==> config.mk <==
export PLATFORM = sky130hd
export DESIGN_NAME = fetch_unit
export DESIGN_NICKNAME = d
export VERILOG_FILES = /design/src/rtl/fetch_unit.sv
export SDC_FILE = /design/constraint.sdc
export NUM_CORES = 1
export LEC_CHECK = 0
export CAP_MARGIN = 20
export CORE_UTILIZATION = 30
export DETAILED_ROUTE_END_ITERATION = 7
export GPL_ROUTABILITY_DRIVEN = 0
export PLACE_DENSITY = 0.65
export SLEW_MARGIN = 0
export SYNTH_ARGS = -nofsm -noshare
export SYNTH_HDL_FRONTEND = slang
export SYNTH_SLANG_ARGS = --single-unit
==> constraint.sdc <==
create_clock -name clk_i -period 3.5 [get_ports clk_i]
set_input_delay 0.7 -clock clk_i [delete_from_list [all_inputs] [get_ports clk_i]]
set_output_delay 0.7 -clock clk_i [all_outputs]
set_load 0.01 [all_outputs]
==> src/rtl/fetch_unit.sv <==
`default_nettype none
// ============================================================================
// Module   : fetch_unit
// Purpose  : Instruction fetch sequencer. Reads the current PC, fetches the
//            32-bit instruction at that address over a valid/ready memory
//            port, hands it to decode and writes the next PC (PC+4 or a
//            redirect target) back into the PC register.
// Ports    : clk_i, rst_ni            clock, asynchronous active-low reset
//            pc_i                     current PC from the PC register
//            pc_we_o, pc_next_o       PC register write port
//            imem_req_*               fetch request (valid/ready, address)
//            imem_rsp_*               fetch response (pulse, data, error)
//            inst_valid_o/ready_i     decode handshake
//            inst_o, inst_pc_o,
//            inst_fault_o             delivered instruction, PC and fault
//            redirect_i, redirect_pc_i  redirect from execute
//            fetch_count_o            instructions accepted by decode
// Revision : 1.0 - initial release
// ============================================================================
module fetch_unit #(
    parameter logic [63:0] RESET_PC = 64'h8000_0000
) (
    input  logic        clk_i,
    input  logic        rst_ni,
    input  logic [63:0] pc_i,
    output logic        pc_we_o,
    output logic [63:0] pc_next_o,
    output logic        imem_req_valid_o,
    input  logic        imem_req_ready_i,
    output logic [63:0] imem_req_addr_o,
    input  logic        imem_rsp_valid_i,
    input  logic [31:0] imem_rsp_data_i,
    input  logic        imem_rsp_err_i,
    output logic        inst_valid_o,
    input  logic        inst_ready_i,
    output logic [31:0] inst_o,
    output logic [63:0] inst_pc_o,
    output logic [1:0]  inst_fault_o,
    input  logic        redirect_i,
    input  logic [63:0] redirect_pc_i,
    output logic [31:0] fetch_count_o
);

    typedef enum logic [2:0] {
        S_IDLE  = 3'd0,
        S_REQ   = 3'd1,
        S_WAIT  = 3'd2,
        S_OUT   = 3'd3,
        S_DRAIN = 3'd4
    } state_e;

    localparam logic [1:0] FAULT_NONE   = 2'b00;
    localparam logic [1:0] FAULT_MISALN = 2'b10;

    state_e      state_q, state_d;
    logic [63:0] req_addr_q, req_addr_d;
    logic [31:0] inst_q, inst_d;
    logic [63:0] inst_pc_q, inst_pc_d;
    logic [1:0]  fault_q, fault_d;
    logic [31:0] count_q, count_d;

    logic        misaligned;

    assign misaligned = (pc_i[1:0] != 2'b00);

    always_ff @(posedge clk_i or negedge rst_ni) begin
        if (!rst_ni) begin
            state_q    <= S_IDLE;
            req_addr_q <= '0;
            inst_q     <= '0;
            inst_pc_q  <= RESET_PC;
            fault_q    <= FAULT_NONE;
            count_q    <= '0;
        end else begin
            state_q    <= state_d;
            req_addr_q <= req_addr_d;
            inst_q     <= inst_d;
            inst_pc_q  <= inst_pc_d;
            fault_q    <= fault_d;
            count_q    <= count_d;
        end
    end

    always_comb begin
        state_d          = state_q;
        req_addr_d       = req_addr_q;
        inst_d           = inst_q;
        inst_pc_d        = inst_pc_q;
        fault_d          = fault_q;
        count_d          = count_q;
        pc_we_o          = 1'b0;
        pc_next_o        = '0;
        imem_req_valid_o = 1'b0;
        imem_req_addr_o  = '0;
        inst_valid_o     = 1'b0;

        case (state_q)
            S_IDLE: begin
                state_d = S_REQ;
            end

            S_REQ: begin
                imem_req_addr_o = pc_i;
                if (redirect_i) begin
                    // PC is being rewritten this edge; refetch from the new value
                    state_d = S_REQ;
                end else if (misaligned) begin
                    // Deliver a faulting slot without touching memory
                    inst_d    = '0;
                    inst_pc_d = pc_i;
                    fault_d   = FAULT_MISALN;
                    state_d   = S_OUT;
                end else begin
                    imem_req_valid_o = 1'b1;
                    if (imem_req_ready_i) begin
                        req_addr_d = pc_i;
                        state_d    = S_WAIT;
                    end
                end
            end

            S_WAIT: begin
                if (redirect_i) begin
                    // A response arriving in the same cycle is simply dropped;
                    // otherwise it is still in flight and must be drained.
                    state_d = imem_rsp_valid_i ? S_REQ : S_DRAIN;
                end else if (imem_rsp_valid_i) begin
                    inst_d    = imem_rsp_data_i;
                    inst_pc_d = req_addr_q;
                    fault_d   = {1'b0, imem_rsp_err_i};
                    state_d   = S_OUT;
                end
            end

            S_OUT: begin
                if (redirect_i) begin
                    state_d = S_REQ;
                end else begin
                    inst_valid_o = 1'b1;
                    if (inst_ready_i) begin
                        pc_we_o   = 1'b1;
                        pc_next_o = inst_pc_q + 64'd4;
                        count_d   = count_q + 32'd1;
                        state_d   = S_REQ;
                    end
                end
            end

            S_DRAIN: begin
                if (imem_rsp_valid_i) begin
                    state_d = S_REQ;
                end
            end

            default: begin
                state_d = S_IDLE;
            end
        endcase

        // Redirect owns the PC write port in every state, but never during reset
        if (redirect_i && rst_ni) begin
            pc_we_o   = 1'b1;
            pc_next_o = redirect_pc_i;
        end
    end

    assign inst_o        = inst_q;
    assign inst_pc_o     = inst_pc_q;
    assign inst_fault_o  = fault_q;
    assign fetch_count_o = count_q;

endmodule
`default_nettype wire

==> results of run 1 <==
==> per-stage QoR <==
stage | cells | hold slack, ns | setup TNS [ns] | total power [W]
2_1_floorplan | 1186 | 0.4044 | 0 | 0.006227
3_3_place_gp | 2096 | 0.4498 | -5.240 | 0.009325
3_5_place_dp | 2096 | 0.4543 | -6.041 | 0.009444
4_1_cts | 2150 | 0.02729 | -0.4177 | 0.01163
5_1_grt | 2161 | 0.03017 | -0.2308 | 0.01226
6_report | 2162 | 0.05523 | 0 | 0.01156
==> Yosys cell counts, types with 26 or more instances <==
cell type / number / area share
and2_1: 73 / 0.041
mux2i_1: 66 / 0.060
buf_2: 26 / 0.012
nand2_1: 219 / 0.074
dfrtp_1: 196 / 0.44
xnor2_1: 35 / 0.028
o21ai_0: 104 / 0.047
nand4_1: 45 / 0.025
xor2_1: 36 / 0.028
clkbuf_1: 42 / 0.014
mux2_2: 65 / 0.066
nand3_1: 90 / 0.041
==> kinds of logic after synthesis <==
logic type | synth area share
buffers and inverters | 0.03430
DFF | 0.4446
AOI/OAI and AO/OA | 0.07186
adders and majority gates | 0.002256
xor gates and xnor gates | 0.05607
muxes | 0.1256
and+or+nand+nor | 0.2653
==> state kept, by name, summed over array words and instances (netlist names) <==
| register | count |
|---|---|
| fetch_count_o | 32 |
| inst_fault_o | 2 |
| inst_pc_o | 64 |
| req_addr_q | 64 |
| state_q | 3 |
| inst_o | 32 |
==> report_power, final <==
part           internal (W)  leakage [nW]  switching (W)
Sequential          0.00313          2.52       0.000689
Combinational       0.00296          4.95        0.00277
Clock               0.00112         0.295       0.000897
Total               0.00720          7.77        0.00436
==> cell type report <==
type / count / area (um^2)
inverters: 17 / 63.81
clock inverters: 10 / 118.9
flip-flops and latches: 197 / 4940
multi-input cells: 900 / 6037
clock buffers: 22 / 474.2
fillers: 3447 / 18950
repair buffers: 547 / 5348
diodes: 1 / 2.502
well taps: 468 / 585.6
==> critical path, stage by stage, from the launching register on <==
cell	delay, ns
dfstp_2	0.53
nand4_1	0.23
nor4_4	0.42
nand4_4	0.20
buf_6	0.16
buf_6	0.12
or4b_1	0.46
nand3_1	0.08
buf_2	0.13
==> worst min-delay path by stage <==
stage / endpoint / cells past startpoint / startpoint
finish: req_addr_q[29]$_DFFE_PN0P_ / 1 / rst_ni
global route: req_addr_q[29]$_DFFE_PN0P_ / 1 / rst_ni
CTS: req_addr_q[29]$_DFFE_PN0P_ / 1 / rst_ni
detailed placement: inst_o[1]$_DFFE_PN0P_ / 2 / inst_o[1]$_DFFE_PN0P_
global placement: inst_o[22]$_DFFE_PN0P_ / 2 / inst_o[22]$_DFFE_PN0P_
floorplan: fetch_count_o[0]$_DFFE_PN0P_ / 0 / rst_ni
==> routing by layer <==
layer | share of wire | up-vias | GRT usage
li1 | - | 5168 | -
met1 | 0.43 | 5380 | 0.2787
met2 | 0.49 | 340 | 0.3753
met3 | 0.056 | 47 | 0.04122
met4 | 0.017 | 0 | 0.06437
met5 | 0 | - | 0
==> repair_timing <==
item	4_1_cts	5_1_grt
endpoints found under the setup margin	60	32
hold buffers	0	0
resized for setup	81	41
gates cloned	1	0
setup buffers	21	11
pin swaps	12	9
==> results.toml, run 1 <==
[run_status]
status = "finished clean"

[worst_setup_path]
reg2reg_to = "req_addr_q[19]$_DFFE_PN0P_"
cp_max_fo = 6
worstSetupStartpoint = "inst_pc_o[31]$_DFFE_PN1P_"
r2r_slack_ns = 0.87
critPathArrivalTime_ns = 2.79
r2r_start = "state_q[1]$_DFFE_PN0P_"
setup.worst_path.end_class = "primary output"
ff2ff_path_depth = 7
worstSetupPathType = "reg2out"
required_ns = 2.80
start_kind = "register"
worstSetupEndpoint = "pc_next_o[53]"

[clock_tree]
cts_root_buf = "clkbuf_16"
path_clk_slew_ns = 0.07
cts.sinks = 197
cts_tree = "built"
cts_buffers = 17
clock_path_buffers = 2
cts_max_level = 4
clock_latency_ns = 0.45

[yosys]
synth_ff_type = "dfrtp_1"
async_flop_share = 1.000
yosys_warnings = 0
synthCells = 1186
ys_seq_area_frac = 0.4446
synth_edf_count = 0
ys_ff_latch = 197
ys_types = 56
syn_nets = 1355
syn_area_per_cell_um2 = 9.351
synth_area_mm2 = 0.01109

[sta]
maxSlewViolCount = 0
hold_viol = 0
skew_ns = 0.008687
tightest_slew_ns = 0.9705
max-slew-margin-rel = 0.3530
post-route-period-util = 0.9985
setup_ws_ns = 0.005093
clock.fmax_ghz = 0.2861
setup_viol = 0
rsz0062_at_grt = "true"
post-route-min-period_ns = 3.495

[route]
drt-initial-drc-count = 605
viasPerCell = 5.058
antenna_left = 0
dr_total_vias = 10935
drt_first_pass_iters = 4
drc = 0
wirelength_mm = 41.23
wl_per_cell_um = 19.07

[layout]
utilization = 0.4811
nets = 1849
drive_gt1_frac = 0.1630
syn_to_final_growth_pct = 58.42
layout_common_cells = "clkdlybuf4s50_1 (373), nand2_1 (218), dfrtp_1 (189)"
design_area_mm2 = 0.01757
mostFrequentLayoutCell = "clkdlybuf4s50_1"

[placement]
dpl.hpwl_mm = 30.08
preCtsSetupSlack_ns = -0.2786
io_buffers = 427
dpl_cell_area_mm2 = 0.01643

[power_and_ir_drop]
ir_drop_uv = 361.3
power.leakage_nw = 7.772
p_per_area_mw_per_mm2 = 658.0

[hold_path]
hold_class = "in2async"

[job]
cap_violations = 0

[global_routing]
grt_use_total = 0.2188
grt_max_degree = 124
grt.overflow.total = 0
grt_pass1_wl_mm = 63.92
antenna_found_initial = 0
grt_pass1_vias = 11020

[floorplan]
rows = 70
die_x_um = 194.3
core_mm2 = 0.03652
initial_utilization = 0.3037
die_area_mm2 = 0.03774
fp.dieH_um = 194.3
boundaryPins = 428
Power figures use the tool's default switching activity.
==> run 2, diff against run 1 <==
REMOVE_ABC_BUFFERS = 1   (was not set)
==> run 2 against run 1 <==
Net effect:
- setup slack improved by 0.088 ns
- sequential power barely moved
- cell area hardly changed
- flip-flop and latch count is the same
- hold slack improved by 0.29 ns
- non-clock buffer count is 4 higher
- clock-buffer cell count down 2
- global-route usage increased by 0.95 points
- largest cell class unchanged
==> results.toml, run 2 (synthesis results as in run 1) <==
[floorplan]
die_area_mm2 = 0.03774
fp.dieH_um = 194.3
die_x_um = 194.3
boundaryPins = 428
rows = 70
core_mm2 = 0.03652
initial_utilization = 0.3037

[hold_path]
hold_class = "in2async"

[worst_setup_path]
required_ns = 2.80
slowest_stage = "clkdlybuf4s50_1"
crit_chain = "clkdlybuf4s50_1, and4bb_2, buf_4, and2_4, bufbuf_16, a32o_1, a31oi_1, nand3_1, buf_2"
cp_max_fo = 10
worstSetupPathType = "in2out"
critPathArrivalTime_ns = 2.71
start_kind = "input pin"
setup.worst_path.end_class = "primary output"
cpPeakStageDelay_ns = 0.48

[sta]
rsz0062_at_grt = "true"
clock.fmax_ghz = 0.2935
hold-worst-slack_ns = 0.3454
setup_viol = 0
max-slew-margin-rel = 0.4705
skew_ns = 0.01093
post-route-min-period_ns = 3.407
hold_viol = 0
post-route-period-util = 0.9735
tightest_slew_ns = 0.7942
maxSlewViolCount = 0

[run_status]
status = "finished clean"

[layout]
design_area_mm2 = 0.01756
fillCellCount = 3439
seqCellArea_mm2 = 0.004945
syn_to_final_growth_pct = 58.29
drive_gt1_frac = 0.1757
nets = 1852
mostFrequentLayoutCell = "clkdlybuf4s50_1"
antennaDiodeCount = 0
layout_common_cells = "clkdlybuf4s50_1 (376), nand2_1 (217), dfrtp_1 (185)"
multi_input_area_mm2 = 0.006035

[route]
antenna_left = 0
wirelength_mm = 42.70
viasPerCell = 5.043
drc = 0
dr_total_vias = 10914
wl_per_cell_um = 19.73
drt_first_pass_iters = 5
drt-initial-drc-count = 413

[global_routing]
grt_max_degree = 118
grt_use_total = 0.2283
antenna_found_initial = 0
grt_pass1_wl_mm = 65.87
grt.overflow.total = 0
grt_pass1_vias = 10778

[clock_tree]
cts_root_buf = "clkbuf_16"
cts_buffers = 17
holdBufCountCts = 0
cts.sinks = 197
path_clk_slew_ns = 0.08
clock_latency_ns = 0.46
clock_path_buffers = 2
cts_max_level = 4
cts_tree = "built"

[job]
cap_violations = 0

[placement]
dpl.hpwl_mm = 31.93
dpl_cell_area_mm2 = 0.01639
io_buffers = 427

[power_and_ir_drop]
p_per_area_mw_per_mm2 = 657.6
ir_drop_uv = 357.5
power.leakage_nw = 7.740
report.power.total_w = 0.01154
-- run 2: changes by cell type in the layout (fill, tap and decap cells not counted), sizes merged, moves of 2 or more --
| cell | delta |
|---|---|
| dlygate4sd2 | -7 |
| buf | +4 |
| clkbuf | +3 |
| clkdlybuf4s50 | +3 |
| inv | +3 |
| dlymetal6s2s | -2 |
-- run 2: stage by stage --
step	setup WS [ns]	util	cells	TNS (ns)
after CTS	-0.009932	0.4773	2158	-0.009932
after floorplan	-8.323	-	1113	-900.16
after global routing	-0.01763	0.4807	2164	-0.02605
after detailed placement	-0.2224	0.4489	2091	-2.683
final	0.09289	0.4807	2164	0
after global placement	-0.2037	0.4489	2091	-2.382
-- run 2: final timing paths --
kind / startpoint / endpoint / slack [ns] / cells past startpoint
worst max-delay path: redirect_i / pc_next_o[58] / 0.09 / 9
worst min-delay path: rst_ni / fetch_count_o[23]$_DFFE_PN0P_ / 0.35 / 2
max in group asynchronous: rst_ni / inst_pc_o[29]$_DFFE_PN0P_ / 1.92 / 3
worst max register to register: state_q[0]$_DFFE_PN0P_ / req_addr_q[23]$_DFFE_PN0P_ / 0.90 / 6
worst min register to register: inst_o[30]$_DFFE_PN0P_ / inst_o[30]$_DFFE_PN0P_ / 0.47 / 2
min in group clk_i: inst_o[30]$_DFFE_PN0P_ / inst_o[30]$_DFFE_PN0P_ / 0.47 / 2
-- run 2: layout make-up --
class,instances,share of cell area
Multi-Input combinational cell,899,0.3437
Timing Repair Buffer,551,0.3033
Sequential cell,197,0.2817
Clock inverter,12,0.007697
Clock buffer,20,0.02658
Tap cell,468,0.03335
Inverter,17,0.003635
-- run 2: repair_timing --
item	4_1_cts	5_1_grt
gates resized for setup	84	52
hold endpoints to repair	0	0
setup buffers	33	6
cloned	2	0
endpoints found under the setup margin	51	36
pin swaps	16	13
-- run 2: layer usage --
layer | global-route usage | up-vias | wire, um | part of all wire
met5 | 0 | - | 0 | 0
met4 | 0.05497 | 0 | 730 | 0.017
met3 | 0.05740 | 43 | 2943 | 0.069
met2 | 0.3929 | 405 | 21160 | 0.50
met1 | 0.2850 | 5303 | 17860 | 0.42
li1 | - | 5163 | - | -
-- run 2: critical path, delay by kind of cell --
kind                   cells  cell delay [ns]
buffers and inverters      4             1.08
AOI/OAI and AO/OA          2             0.39
and+or+nand+nor            3             0.54
-- run 2: where the power goes --
part	switching [W]	internal [W]	leakage, nW	total [W]
clock	0.000969	0.00107	0.295	0.00203
sequential	0.000711	0.00313	2.52	0.00384
combinational	0.00275	0.00292	4.93	0.00567
